## config.mk

```make
export PLATFORM = sky130hd
export DESIGN_NAME = mcp9808_scheduler
export DESIGN_NICKNAME = d
export VERILOG_FILES = /design/src/rtl/mcp9808_scheduler.sv
export SDC_FILE = /design/constraint.sdc
export NUM_CORES = 1
export LEC_CHECK = 0
export BUFFER_PORTS_ARGS = -buffer_cell sky130_fd_sc_hd__buf_4
export CAP_MARGIN = 20
export CORE_MARGIN = 8
export CORE_UTILIZATION = 52
export DETAILED_ROUTE_END_ITERATION = 16
export PLACE_DENSITY_LB_ADDON = 0.08
export RECOVER_POWER = 25
export SLEW_MARGIN = 20
export SYNTH_ARGS = -nofsm -noshare
export SYNTH_HDL_FRONTEND = slang
export SYNTH_SLANG_ARGS = --single-unit
```

## constraint.sdc

```tcl
create_clock -name clk -period 2.16 [get_ports clk]
set_clock_uncertainty 0.1 [all_clocks]
set_input_delay 0.216 -clock clk [delete_from_list [all_inputs] [get_ports clk]]
set_output_delay 0.216 -clock clk [all_outputs]
set_load 0.05 [all_outputs]
```

## src/rtl/mcp9808_scheduler.sv

```systemverilog
// Schedules periodic temperature samples, host configuration writes and
// shutdown/wake requests onto a single-operation MCP9808 sensor interface.
module mcp9808_scheduler #(
   parameter int PERIOD  = 1000000,
   parameter int TIMEOUT = 4000000
) (
   input  logic        clk,
   input  logic        rst_n,
   input  logic        en,
   input  logic        sleep,
   input  logic        cfg_req,
   input  logic [1:0]  cfg_kind,
   input  logic [10:0] cfg_data,
   output logic        cfg_ack,
   input  logic        err_clr,
   input  logic        if_ready,
   input  logic [11:0] if_tempVal,
   input  logic        if_tempSign,
   output logic        if_update,
   output logic        if_shutdown,
   output logic [1:0]  if_tempWrite,
   output logic [10:0] if_tempInput,
   output logic [1:0]  if_res,
   output logic [12:0] temp_q,
   output logic        sample_valid,
   output logic        above_hi,
   output logic        below_lo,
   output logic        busy,
   output logic        timeout_err,
   output logic [7:0]  overrun
);

   localparam int PW = (PERIOD  > 1) ? $clog2(PERIOD)  : 1;
   localparam int TW = (TIMEOUT > 1) ? $clog2(TIMEOUT) : 1;
   localparam logic [PW-1:0] PERIOD_LAST  = PW'(PERIOD - 1);
   localparam logic [TW-1:0] TIMEOUT_LAST = TW'(TIMEOUT - 1);

   localparam logic [1:0] KIND_RES = 2'b00;
   localparam logic [1:0] KIND_LO  = 2'b01;
   localparam logic [1:0] KIND_HI  = 2'b10;

   typedef enum logic [1:0] {IDLE, ISSUE, WAIT_ACCEPT, WAIT_DONE} state_t;
   typedef enum logic [1:0] {OP_SAMPLE, OP_SLEEP, OP_CFG} op_t;

   state_t         state_reg, state_next;
   op_t            op_reg, op_next;
   logic           res_noop_reg;
   logic [1:0]     cfg_kind_reg;
   logic [10:0]    cfg_data_reg;

   logic           if_shutdown_reg;
   logic [1:0]     if_tempWrite_reg;
   logic [10:0]    if_tempInput_reg;
   logic [1:0]     if_res_reg;

   logic [12:0]    temp_q_reg, hi_q_reg, lo_q_reg;
   logic           sample_valid_reg, cfg_ack_reg;
   logic           above_hi_reg, below_lo_reg;
   logic           timeout_err_reg;
   logic [7:0]     overrun_reg;

   logic [PW-1:0]  period_cnt_reg;
   logic           pending_reg;
   logic [TW-1:0]  tmo_cnt_reg;

   logic           issue_start;
   logic           op_done;
   logic           op_timeout;
   logic           waiting;
   logic           period_run;
   logic           period_wrap;
   logic           sample_issue;
   logic           overrun_inc;
   logic [12:0]    bound_value;

   // ---------------------------------------------------------------- FSM
   always_ff @(posedge clk or negedge rst_n) begin
      if (!rst_n) begin
         state_reg <= IDLE;
         op_reg    <= OP_SAMPLE;
      end else begin
         state_reg <= state_next;
         op_reg    <= op_next;
      end
   end

   always_comb begin
      state_next = state_reg;
      op_next    = op_reg;
      op_done    = 1'b0;
      op_timeout = 1'b0;
      case (state_reg)
         IDLE: begin
            // cfg_ack_reg masks the request the host is still holding in the ack cycle
            if (if_ready) begin
               if (sleep != if_shutdown_reg) begin
                  op_next    = OP_SLEEP;
                  state_next = ISSUE;
               end else if (cfg_req && !cfg_ack_reg) begin
                  op_next    = OP_CFG;
                  state_next = ISSUE;
               end else if (pending_reg) begin
                  op_next    = OP_SAMPLE;
                  state_next = ISSUE;
               end
            end
         end
         ISSUE: begin
            if (op_reg == OP_CFG && res_noop_reg) begin
               op_done    = 1'b1;
               state_next = IDLE;
            end else begin
               state_next = WAIT_ACCEPT;
            end
         end
         WAIT_ACCEPT: begin
            if (tmo_cnt_reg == TIMEOUT_LAST) begin
               op_timeout = 1'b1;
               state_next = IDLE;
            end else if (!if_ready) begin
               state_next = WAIT_DONE;
            end
         end
         WAIT_DONE: begin
            if (if_ready) begin
               op_done    = 1'b1;
               state_next = IDLE;
            end else if (tmo_cnt_reg == TIMEOUT_LAST) begin
               op_timeout = 1'b1;
               state_next = IDLE;
            end
         end
         default: state_next = IDLE;
      endcase
   end

   assign issue_start  = (state_reg == IDLE) && (state_next == ISSUE);
   assign waiting      = (state_reg == WAIT_ACCEPT) || (state_reg == WAIT_DONE);
   assign sample_issue = (state_reg == ISSUE) && (op_reg == OP_SAMPLE);

   // ----------------------------------------------- operation capture
   always_ff @(posedge clk or negedge rst_n) begin
      if (!rst_n) begin
         res_noop_reg <= 1'b0;
         cfg_kind_reg <= 2'b00;
         cfg_data_reg <= 11'd0;
      end else if (issue_start) begin
         res_noop_reg <= (cfg_kind == KIND_RES) && (cfg_data[1:0] == if_res_reg);
         cfg_kind_reg <= cfg_kind;
         cfg_data_reg <= cfg_data;
      end
   end

   // ------------------------------------------ sensor-interface controls
   always_ff @(posedge clk or negedge rst_n) begin
      if (!rst_n) begin
         if_shutdown_reg  <= 1'b0;
         if_tempWrite_reg <= 2'b00;
         if_tempInput_reg <= 11'd0;
         if_res_reg       <= 2'b11;
      end else if (issue_start) begin
         case (op_next)
            OP_SLEEP: if_shutdown_reg <= sleep;
            OP_CFG: begin
               if (cfg_kind == KIND_RES) begin
                  if_res_reg <= cfg_data[1:0];
               end else begin
                  if_tempWrite_reg <= cfg_kind;
                  if_tempInput_reg <= cfg_data;
               end
            end
            default: ;
         endcase
      end else if (op_timeout || (waiting && !if_ready)) begin
         if_tempWrite_reg <= 2'b00;
      end
   end

   // ------------------------------------------- results and bound compare
   assign bound_value = {cfg_data_reg[10], cfg_data_reg[9:0], 2'b00};

   always_ff @(posedge clk or negedge rst_n) begin
      if (!rst_n) begin
         temp_q_reg       <= 13'd0;
         hi_q_reg         <= 13'h0FFF;
         lo_q_reg         <= 13'h1000;
         sample_valid_reg <= 1'b0;
         cfg_ack_reg      <= 1'b0;
         above_hi_reg     <= 1'b0;
         below_lo_reg     <= 1'b0;
      end else begin
         sample_valid_reg <= op_done && (op_reg == OP_SAMPLE);
         cfg_ack_reg      <= op_done && (op_reg == OP_CFG);
         if (op_done && op_reg == OP_SAMPLE) begin
            temp_q_reg <= {if_tempSign, if_tempVal};
         end
         if (op_done && op_reg == OP_CFG) begin
            if (cfg_kind_reg == KIND_HI) hi_q_reg <= bound_value;
            if (cfg_kind_reg == KIND_LO) lo_q_reg <= bound_value;
         end
         above_hi_reg <= $signed(temp_q_reg) > $signed(hi_q_reg);
         below_lo_reg <= $signed(temp_q_reg) < $signed(lo_q_reg);
      end
   end

   // ------------------------------------------------ sample period timer
   assign period_run  = en && !if_shutdown_reg;
   assign period_wrap = period_run && (period_cnt_reg == PERIOD_LAST);
   // a wrap coinciding with the issue of the pending sample is a fresh request, not an overrun
   assign overrun_inc = period_wrap && pending_reg && !sample_issue;

   always_ff @(posedge clk or negedge rst_n) begin
      if (!rst_n) begin
         period_cnt_reg <= '0;
         pending_reg    <= 1'b0;
      end else begin
         if (!period_run || period_wrap) begin
            period_cnt_reg <= '0;
         end else begin
            period_cnt_reg <= period_cnt_reg + PW'(1);
         end
         if (period_wrap) begin
            pending_reg <= 1'b1;
         end else if (sample_issue) begin
            pending_reg <= 1'b0;
         end
      end
   end

   // ---------------------------------------------- watchdog and errors
   always_ff @(posedge clk or negedge rst_n) begin
      if (!rst_n) begin
         tmo_cnt_reg     <= '0;
         timeout_err_reg <= 1'b0;
         overrun_reg     <= 8'd0;
      end else begin
         if (waiting && !op_timeout) begin
            tmo_cnt_reg <= tmo_cnt_reg + TW'(1);
         end else begin
            tmo_cnt_reg <= '0;
         end
         if (op_timeout) begin
            timeout_err_reg <= 1'b1;
         end else if (err_clr) begin
            timeout_err_reg <= 1'b0;
         end
         if (overrun_inc) begin
            if (overrun_reg != 8'hFF) overrun_reg <= overrun_reg + 8'd1;
         end else if (err_clr) begin
            overrun_reg <= 8'd0;
         end
      end
   end

   // ---------------------------------------------------------- outputs
   assign busy         = (state_reg != IDLE);
   assign if_update    = sample_issue;
   assign if_shutdown  = if_shutdown_reg;
   assign if_tempWrite = if_tempWrite_reg;
   assign if_tempInput = if_tempInput_reg;
   assign if_res       = if_res_reg;
   assign temp_q       = temp_q_reg;
   assign sample_valid = sample_valid_reg;
   assign cfg_ack      = cfg_ack_reg;
   assign above_hi     = above_hi_reg;
   assign below_lo     = below_lo_reg;
   assign timeout_err  = timeout_err_reg;
   assign overrun      = overrun_reg;

endmodule
```

==> reports/metrics.sh, run 1 <==
STATUS='finished, final reports clean'
GRT_USE_TOTAL_PCT=18.5
FINALPOWER_mW=10.1
FINAL_UTIL_PCT=69.4
GRT_SETUP_UNREPAIRED='no'
GLOBAL_ROUTE_WIRE_LENGTH_BEFORE_REPAIR_MICRONS=23500
CTS_MAX_PATH_BUFFERS=2
COMPLEX_GATE_FRACTION_OF_THE_SYNTHESIZED_AREA_PCT=5.84
ASYNC_RESET_FF_SHARE_PCT=100
GR-USAGE-MET2_PCT=31.1
START_UTIL_PCT=53.5
SYNTH.FF_LATCH_COUNT=126
POST_LAYOUT_NONFILLER_INSTANCES=825
DRC=0
SYNTHXORXNORAREAFRAC_PCT=5.60
YOSYS_WARNINGS=0
SYN_INST=534
PLACE.GP.CONGESTION=0.830
WL_MICRONS=13600
FLIP_FLOP_COUNT_OF_THE_LARGEST_REGISTER_ALL_COPIES_AND_WORDS_ADDED=22
MAX_STAGE_DELAY_NS=0.42
CP-START-KIND='register'
GRT_BUSIEST_LAYER='met2'
POWER_FRAC_CLOCK_PCT=30.7
WORST_CASE_VDD_IR_DROP_uV=920
ADDER_AND_MAJORITY_GATE_PORTION_OF_THE_SYNTHESIZED_AREA_PCT=5.33
GLOBAL_ROUTE_MET3_USAGE_PCT=4.94
POWER.SHARE.SWITCHING_PCT=36.0
SEQ_AREA_FRAC_SYNTH_PCT=51.9
PORT-BUFFER-COUNT=76
GRT_UTIL_MET1_PCT=21.6
SYN_AVG_CELL_AREA_SQ_UM=11.4
FIN_NETS=728
SETUP.WORST_PATH.CLASS='register to register'
P_LEAK_nW=3.52
H-TREE-DEPTH=4
MAXCAPVIOLCOUNT=0
BOUNDARYPINS=77
FP.DIEH_MICRONS=124
HOLD_PATH_CLASS='primary input to register'
WORSTSETUPENDPOINTTYPE='register'
DR.FIRST_ITER.DRC_COUNT=183
COMB_POWER_SHARE_PCT=35.2
ANT_NETS=0
STD_CELL_ROWS=39
POWER.SHARE.SEQUENTIAL_PCT=34.1
POWER-PER-CELL-AREA_nW_PER_UM2=1280
FIN_CRIT_SH_PCT=94.7
FIN_CRIT_NS=2.05
SYNTHSIMPLEGATEAREAFRAC_PCT=16.7
AREA.GROWTH.SYNTH_TO_FINAL_PCT=29.8
FLOORPLAN.DIE_AREA_SQ_UM=15500
SYNTH_TOP_FAMILY_BY_AREA='simple AND/OR/NAND/NOR gates'
TIMING_MAX_TRANSITION_VIOLATIONS_FINAL=0
FIN_WORST_HOLD_SLACK_NS=0.102
NUM-FILL-CELLS=851
GRT_OVERFLOW=0
DETAILROUTE.VIA_COUNT=4492
SYNTH-EDFF-COUNT=0
TRITONCTS_CLOCK_TREE='built'
CRITICAL_PATH_REQUIRED_NS=2.38
SYNTH_NETS=593
CRIT_SLOWEST_CELL='sky130_fd_sc_hd__dfrtp_1'
CRITICAL-PATH-TOP-DELAY-FAMILY='simple AND/OR/NAND/NOR gates'
NETLIST-CELL-TYPE-COUNT=58
GRT_ANTENNA_BEFORE_REPAIR=0
DP.FINAL_HPWL_MICRONS=9710
WORST-SLEW-PIN-TRANSITION_NS=0.969
AVGVIACOUNTPERCELL=5.44
CRITICAL_PATH_BUF_INV_COUNT=1
CLOCK-ROOT-BUFFER='sky130_fd_sc_hd__clkbuf_16'
WORST_EP_ARRIVAL_TIME_NS=2.26
DIE-WIDTH_MICRONS=124
LAYOUT-DRIVE-GT1-SHARE_PCT=32.7
GRT_START_MAX_NET_PINS=40
CLK-INSERTION-DELAY-LATE_NS=0.42
DOMINANTREGCELLSYNTH='sky130_fd_sc_hd__dfrtp_1'
DRT_PASS1_ITERATIONS=4
P_SW_mW=3.65
PLACED_CELL_AREA_SQ_UM=6990
STDCELL_AREA_SQ_UM=7930
FMAXACHIEVABLE_MHz=489
PLACE.DETAILED.INSTANCES=763
SETUP-VIOLATIONS-FINAL=0
WL_PER_CELL_MICRONS=16.5
CORE_AREA_SQ_UM=11400
YOSYS-MUX-AREA-FRACTION_PCT=11.3
ANTENNA-DIODE-COUNT=0
NETLIST_AREA_BEFORE_PLACEMENT_SQ_UM=6100
HOLD_VIOL_FINAL=0
CELL_INTERNAL_PWR_mW=6.48
CLOCK_SINK_COUNT=126
CP_CELL_SEQUENCE='nor4b_2, nand2_1, nor4_4, buf_4, a41oi_1, a311oi_1'
CTS_INSERTED_BUFFERS=17
CLKSLEWWORSTSETUPHOLDPATHS_NS=0.06
TIMING.MAX_SLEW.REL_SLACK_PCT=35.4
PATH_MAX_FANOUT=10
GRT_PASS1_VIAS=4735
## power by group through the flow
stage | Clock [mW] | Combinational [mW] | Sequential (mW)
5_1_grt | 3.27 | 3.87 | 3.54
3_5_place_dp | 0 | 3.54 | 3.49
6_report | 3.11 | 3.57 | 3.46
2_1_floorplan | 0 | 1.54 | 4.33
3_3_place_gp | 0 | 3.45 | 3.45
4_1_cts | 3.17 | 3.61 | 3.46
## stage by stage
stage / worst slack, ns / TNS [ns]
2_1_floorplan: -0.0201 / -0.0201
3_3_place_gp: 0.140 / 0
3_5_place_dp: 0.116 / 0
4_1_cts: 0.110 / 0
5_1_grt: 0.00609 / 0
6_report: 0.115 / 0
## kinds of logic after synthesis
group                    after synthesis
multiplexers                          61
AND/OR/NAND/NOR                      184
AO/OA/AOI/OAI                         52
buffers and inverters                 46
flip-flops                           126
XOR/XNOR                              39
adder cells (fa/ha/maj)               26
## final timing paths
kind,startpoint,cells after the start,slack [ns],end
worst min-delay path,if_ready,4,0.10,state_reg[1]$_DFF_PN0_
min in group asynchronous,rst_n,2,0.38,overrun[1]$_DFFE_PN0P_
worst max register to register,period_cnt_reg[15]$_DFF_PN0_,6,0.11,overrun[5]$_DFFE_PN0P_
worst max-delay path,period_cnt_reg[15]$_DFF_PN0_,6,0.11,overrun[5]$_DFFE_PN0P_
max in group asynchronous,rst_n,3,0.35,cfg_kind_reg[0]$_DFFE_PN0P_
worst min register to register,tmo_cnt_reg[0]$_DFF_PN0_,1,0.39,tmo_cnt_reg[0]$_DFF_PN0_
## metal layers
metal | routed length, microns | up-vias
li1 | - | 2154
met1 | 5760 | 2207
met2 | 6890 | 107
met3 | 638 | 24
met4 | 289 | 0
met5 | 0 | -
## layout make-up
class | count | area [sq um] | area share [%]
inverter | 34 | 128 | 1.61
timing repair buffer | 128 | 1030 | 13.1
clock buffer | 18 | 439 | 5.54
tap | 143 | 179 | 2.26
multi-input combinational | 362 | 2760 | 34.8
sequential | 126 | 3170 | 40.0
clock inverter | 14 | 216 | 2.73
## Yosys cell counts, drive strengths merged (2+ instances only)
cell / n / area share [%]
a211o: 2 / 0.29
a211oi: 5 / 0.61
a21boi: 2 / 0.25
a21oi: 8 / 0.66
a31oi: 2 / 0.20
a32o: 2 / 0.33
a41oi: 2 / 0.29
and2: 2 / 0.20
and3: 8 / 0.82
and4: 7 / 1.0
and4b: 2 / 0.33
buf: 9 / 1.0
clkbuf: 3 / 0.18
dfrtp: 112 / 46
dfstp: 14 / 6.0
ha: 26 / 5.3
inv: 34 / 2.1
mux2: 61 / 11
nand2: 28 / 1.7
nand2b: 4 / 0.41
nand3: 25 / 2.0
nand3b: 3 / 0.37
nand4: 12 / 1.5
nor2: 52 / 3.2
nor2b: 6 / 0.66
nor3: 13 / 1.1
nor3b: 3 / 0.45
nor4: 3 / 0.55
nor4b: 5 / 1.0
o21a: 2 / 0.25
o21ai: 13 / 1.1
o21bai: 2 / 0.25
o221ai: 2 / 0.29
o31ai: 4 / 0.57
or2: 4 / 0.41
or3: 2 / 0.20
or4: 2 / 0.25
xnor2: 17 / 2.4
xor2: 22 / 3.2
## worst reg2reg max path, cell delays in order, from the launching register on
cell	delay [ns]
sky130_fd_sc_hd__dfrtp_1	0.42
sky130_fd_sc_hd__nor4b_2	0.37
sky130_fd_sc_hd__nand2_1	0.16
sky130_fd_sc_hd__nor4_4	0.28
sky130_fd_sc_hd__buf_4	0.20
sky130_fd_sc_hd__a41oi_1	0.14
sky130_fd_sc_hd__a311oi_1	0.27
## cells in the final DEF (no fill, tap or decap), drive strengths merged, types with 3 or more instances in the layout
cell and count:
a211oi 5, a21oi 8, and3 8, and4 7
buf 95, bufinv 5, clkbuf 22, clkinvlp 7
dfrtp 112, dfstp 14, dlygate4sd3 29, ha 26
inv 34, mux2 61, nand2 28, nand2b 4
nand3 25, nand3b 3, nand4 12, nor2 52
nor2b 6, nor3 13, nor3b 3, nor4 3
nor4b 5, o21ai 13, o31ai 4, or2 4
xnor2 17, xor2 22
## what timing repair did
action                                 4_1_cts  5_1_grt
setup endpoints to repair                    0        2
endpoints found under the hold margin       76        0
gates resized for setup                      0        1
buffers inserted                             0        1
hold buffers                                29        0
Power figures use the tool's default switching activity.
==> run 2, diff against run 1 <==
--- a/config.mk
+++ b/config.mk
@@ -12,6 +12,7 @@
 export DETAILED_ROUTE_END_ITERATION = 16
 export PLACE_DENSITY_LB_ADDON = 0.08
 export RECOVER_POWER = 25
+export SETUP_SLACK_MARGIN = 0.4
 export SLEW_MARGIN = 20
 export SYNTH_ARGS = -nofsm -noshare
 export SYNTH_HDL_FRONTEND = slang
==> reports/metrics.sh, run 2 (synthesized netlist as in run 1, its figures left out) <==
CRIT_SLOWEST_CELL='sky130_fd_sc_hd__dfrtp_2'  # was sky130_fd_sc_hd__dfrtp_1
WORST-SLEW-PIN-TRANSITION_NS=1.11  # was 0.969 ns
MAX_STAGE_DELAY_NS=0.44  # was 0.42 ns
GLOBAL_ROUTE_WIRE_LENGTH_BEFORE_REPAIR_MICRONS=25000  # was 23500 microns
FIN_NETS=773  # was 728
ANT_NETS=0  # unchanged
GRT_ANTENNA_BEFORE_REPAIR=0  # unchanged
P_LEAK_nW=3.96  # was 3.52 nW
TIMING.REG2REG.WORST_PATH_DEPTH=7  # was 6
WORSTSETUPENDPOINTTYPE='register'  # unchanged
FMAXACHIEVABLE_MHz=511  # was 489 MHz
FINAL_UTIL_PCT=78.5  # was 69.4%
CLK-INSERTION-DELAY-LATE_NS=0.42  # about the same
DRC=0  # unchanged
MOSTFREQUENTLAYOUTCELL='sky130_fd_sc_hd__buf_4'  # was sky130_fd_sc_hd__dfrtp_1
MOST-COMMON-LAYOUT-CELLS='113 x sky130_fd_sc_hd__buf_4, 91 x sky130_fd_sc_hd__dfrtp_1, 49 x sky130_fd_sc_hd__nor2_1'  # was 111 x sky130_fd_sc_hd__dfrtp_1, 94 x sky130_fd_sc_hd__buf_4, 61 x sky130_fd_sc_hd__mux2_2
WL_MICRONS=15800  # was 13600 microns
LAYOUT-DRIVE-GT1-SHARE_PCT=47.5  # was 32.7%
MULTI_INPUT_AREA_SQ_UM=3370  # was 2760 sq um
WORST_CASE_VDD_IR_DROP_uV=1240  # was 920 uV
DP.FINAL_HPWL_MICRONS=9470  # was 9710 microns
GRT_OVERFLOW=0  # unchanged
CORE_AREA_SQ_UM=11400  # unchanged
SETUP-TNS-FINAL_NS=0  # unchanged
AVGVIACOUNTPERCELL=5.48  # was 5.44
MAXCAPVIOLCOUNT=0  # unchanged
SETUP.WORST_PATH.CLASS='register to register'  # unchanged
GRT_PASS1_VIAS=4884  # was 4735
REG2REG_SLACK_NS=0.20  # was 0.11 ns
CTS_MAX_PATH_BUFFERS=2  # unchanged
DETAILROUTE.VIA_COUNT=4770  # was 4492
STD_CELL_ROWS=39  # unchanged
GRT_SETUP_UNREPAIRED='yes'  # was no
FIN_CRIT_NS=1.96  # was 2.05 ns
POST_LAYOUT_NONFILLER_INSTANCES=870  # was 825
PLACE.GP.CONGESTION=0.844  # was 0.830
POWER-PER-CELL-AREA_nW_PER_UM2=1220  # was 1280 nW/um^2
CP-START-KIND='register'  # unchanged
CRIT-REG2REG-CAPTURE='temp_q[1]$_DFFE_PN0P_'  # was overrun[5]$_DFFE_PN0P_
AREA.GROWTH.SYNTH_TO_FINAL_PCT=46.8  # was 29.8%
FLOORPLAN.DIE_AREA_SQ_UM=15500  # unchanged
ANTENNA-DIODE-COUNT=0  # unchanged
HOLD_DEPTH=4  # unchanged
START_UTIL_PCT=53.5  # unchanged
DR.FIRST_ITER.DRC_COUNT=323  # was 183
HOLD_PATH_CLASS='primary input to register'  # unchanged
LAYOUT.AREA.SEQ_SQ_UM=3200  # was 3170 sq um
TRITONCTS_CLOCK_TREE='built'  # unchanged
WORST_EP_ARRIVAL_TIME_NS=2.15  # was 2.26 ns
STATUS='finished, final reports clean'  # unchanged
BOUNDARYPINS=77  # unchanged
FINALPOWER_mW=11.0  # was 10.1 mW
TIMING.MAX_SLEW.REL_SLACK_PCT=26.1  # was 35.4%
GRT_USE_TOTAL_PCT=19.9  # was 18.5%
FLIP_FLOP_COUNT_OF_THE_LARGEST_REGISTER_ALL_COPIES_AND_WORDS_ADDED=22  # unchanged
WORSTREG2REGSTART='state_reg[1]$_DFF_PN0_'  # was period_cnt_reg[15]$_DFF_PN0_
TIMING_MAX_TRANSITION_VIOLATIONS_FINAL=0  # unchanged
FIN_CRIT_SH_PCT=90.5  # was 94.7%
DIE-WIDTH_MICRONS=124  # unchanged
PATH_MAX_FANOUT=8  # was 10
H-TREE-DEPTH=4  # unchanged
DRT_PASS1_ITERATIONS=4  # unchanged
SETUP-VIOLATIONS-FINAL=0  # unchanged
HOLD_END='state_reg[1]$_DFF_PN0_'  # unchanged
PORT-BUFFER-COUNT=76  # unchanged
CTS_INSERTED_BUFFERS=17  # unchanged
CLOCK-ROOT-BUFFER='sky130_fd_sc_hd__clkbuf_16'  # unchanged
HOLD_VIOL_FINAL=0  # unchanged
CLKSLEWWORSTSETUPHOLDPATHS_NS=0.06  # about the same
NUM-FILL-CELLS=686  # was 851
CRITICAL_PATH_REQUIRED_NS=2.36  # was 2.38 ns
CRITICAL-PATH-TOP-DELAY-FAMILY='buffers and inverters'  # was simple AND/OR/NAND/NOR gates
HOLD_PATH_STARTPOINT='if_ready'  # unchanged
WL_PER_CELL_MICRONS=18.2  # was 16.5 microns
GRT_START_MAX_NET_PINS=127  # was 40
CLOCK_SINK_COUNT=126  # unchanged
FP.DIEH_MICRONS=124  # unchanged
WORST_PATH_MOST_REPEATED_CELL='sky130_fd_sc_hd__buf_6'
PLACE.DETAILED.INSTANCES=758  # was 763
CP_CELL_SEQUENCE='buf_6, nand2_4, buf_6, buf_6, nor4b_4, buf_6, mux2_2'  # was nor4b_2, nand2_1, nor4_4, buf_4, a41oi_1, a311oi_1
CRITICAL_PATH_BUF_INV_COUNT=4  # was 1
[run 2: worst register-to-register path: stages (launching register included)]
cell and delay [ns]:
sky130_fd_sc_hd__dfrtp_2 0.44, sky130_fd_sc_hd__buf_6 0.12, sky130_fd_sc_hd__nand2_4 0.04, sky130_fd_sc_hd__buf_6 0.11, sky130_fd_sc_hd__buf_6 0.10, sky130_fd_sc_hd__nor4b_4 0.33
sky130_fd_sc_hd__buf_6 0.24, sky130_fd_sc_hd__mux2_2 0.35
[run 2: area by class of cell]
type                            count  area share, %
Timing Repair Buffer              173           16.9
Clock inverter                      6          0.642
Tap cell                          143           2.00
Multi-Input combinational cell    362           37.6
Inverter                           34           1.42
Sequential cell                   126           35.7
Clock buffer                       26           5.68
[run 2: repair_timing]
action,4_1_cts,5_1_grt
cloned,3,3
hold endpoints to repair,155,0
endpoints found under the setup margin,71,112
hold buffers,29,0
gates resized for setup,41,85
pin swaps,27,24
buffers inserted,22,23
[run 2: per-stage QoR]
| step | area (sq um) | setup WS, ns | hold slack [ns] |
|---|---|---|---|
| 2_1_floorplan | 6360 | 0.215 | -0.180 |
| 3_3_place_gp | 7180 | 0.236 | 0.273 |
| 3_5_place_dp | 7180 | 0.158 | 0.272 |
| 4_1_cts | 8440 | 0.249 | 0.0665 |
| 5_1_grt | 8960 | 0.148 | 0.0894 |
| 6_report | 8960 | 0.204 | 0.0650 |
[run 2: worst max path at each step]
stage	from	to	slack, ns	cells after the start
final	state_reg[1]$_DFF_PN0_	temp_q[1]$_DFFE_PN0P_	0.20	7
after global routing	tmo_cnt_reg[17]$_DFF_PN0_	if_tempWrite[1]$_DFFE_PN0P_	0.15	5
after CTS	tmo_cnt_reg[9]$_DFF_PN0_	if_tempWrite[1]$_DFFE_PN0P_	0.25	5
after detailed placement	period_cnt_reg[0]$_DFF_PN0_	overrun[5]$_DFFE_PN0P_	0.16	6
after global placement	tmo_cnt_reg[0]$_DFF_PN0_	tmo_cnt_reg[19]$_DFF_PN0_	0.24	7
after floorplan	op_reg[1]$_DFF_PN0_	overrun[5]$_DFFE_PN0P_	0.22	4
[run 2: where the power goes]
part,switching [mW],internal (mW)
registers,0.654,3.00
clock network,0.989,1.72
logic,2.43,2.16
total,4.07,6.88
[run 2: routing by layer]
layer | GRT usage [%] | part of all wire, % | up-vias
met5 | 0 | 0 | -
met4 | 8.15 | 2.9 | 0
met3 | 5.96 | 4.5 | 36
met2 | 33.3 | 51 | 119
met1 | 23.4 | 41 | 2373
li1 | - | - | 2242
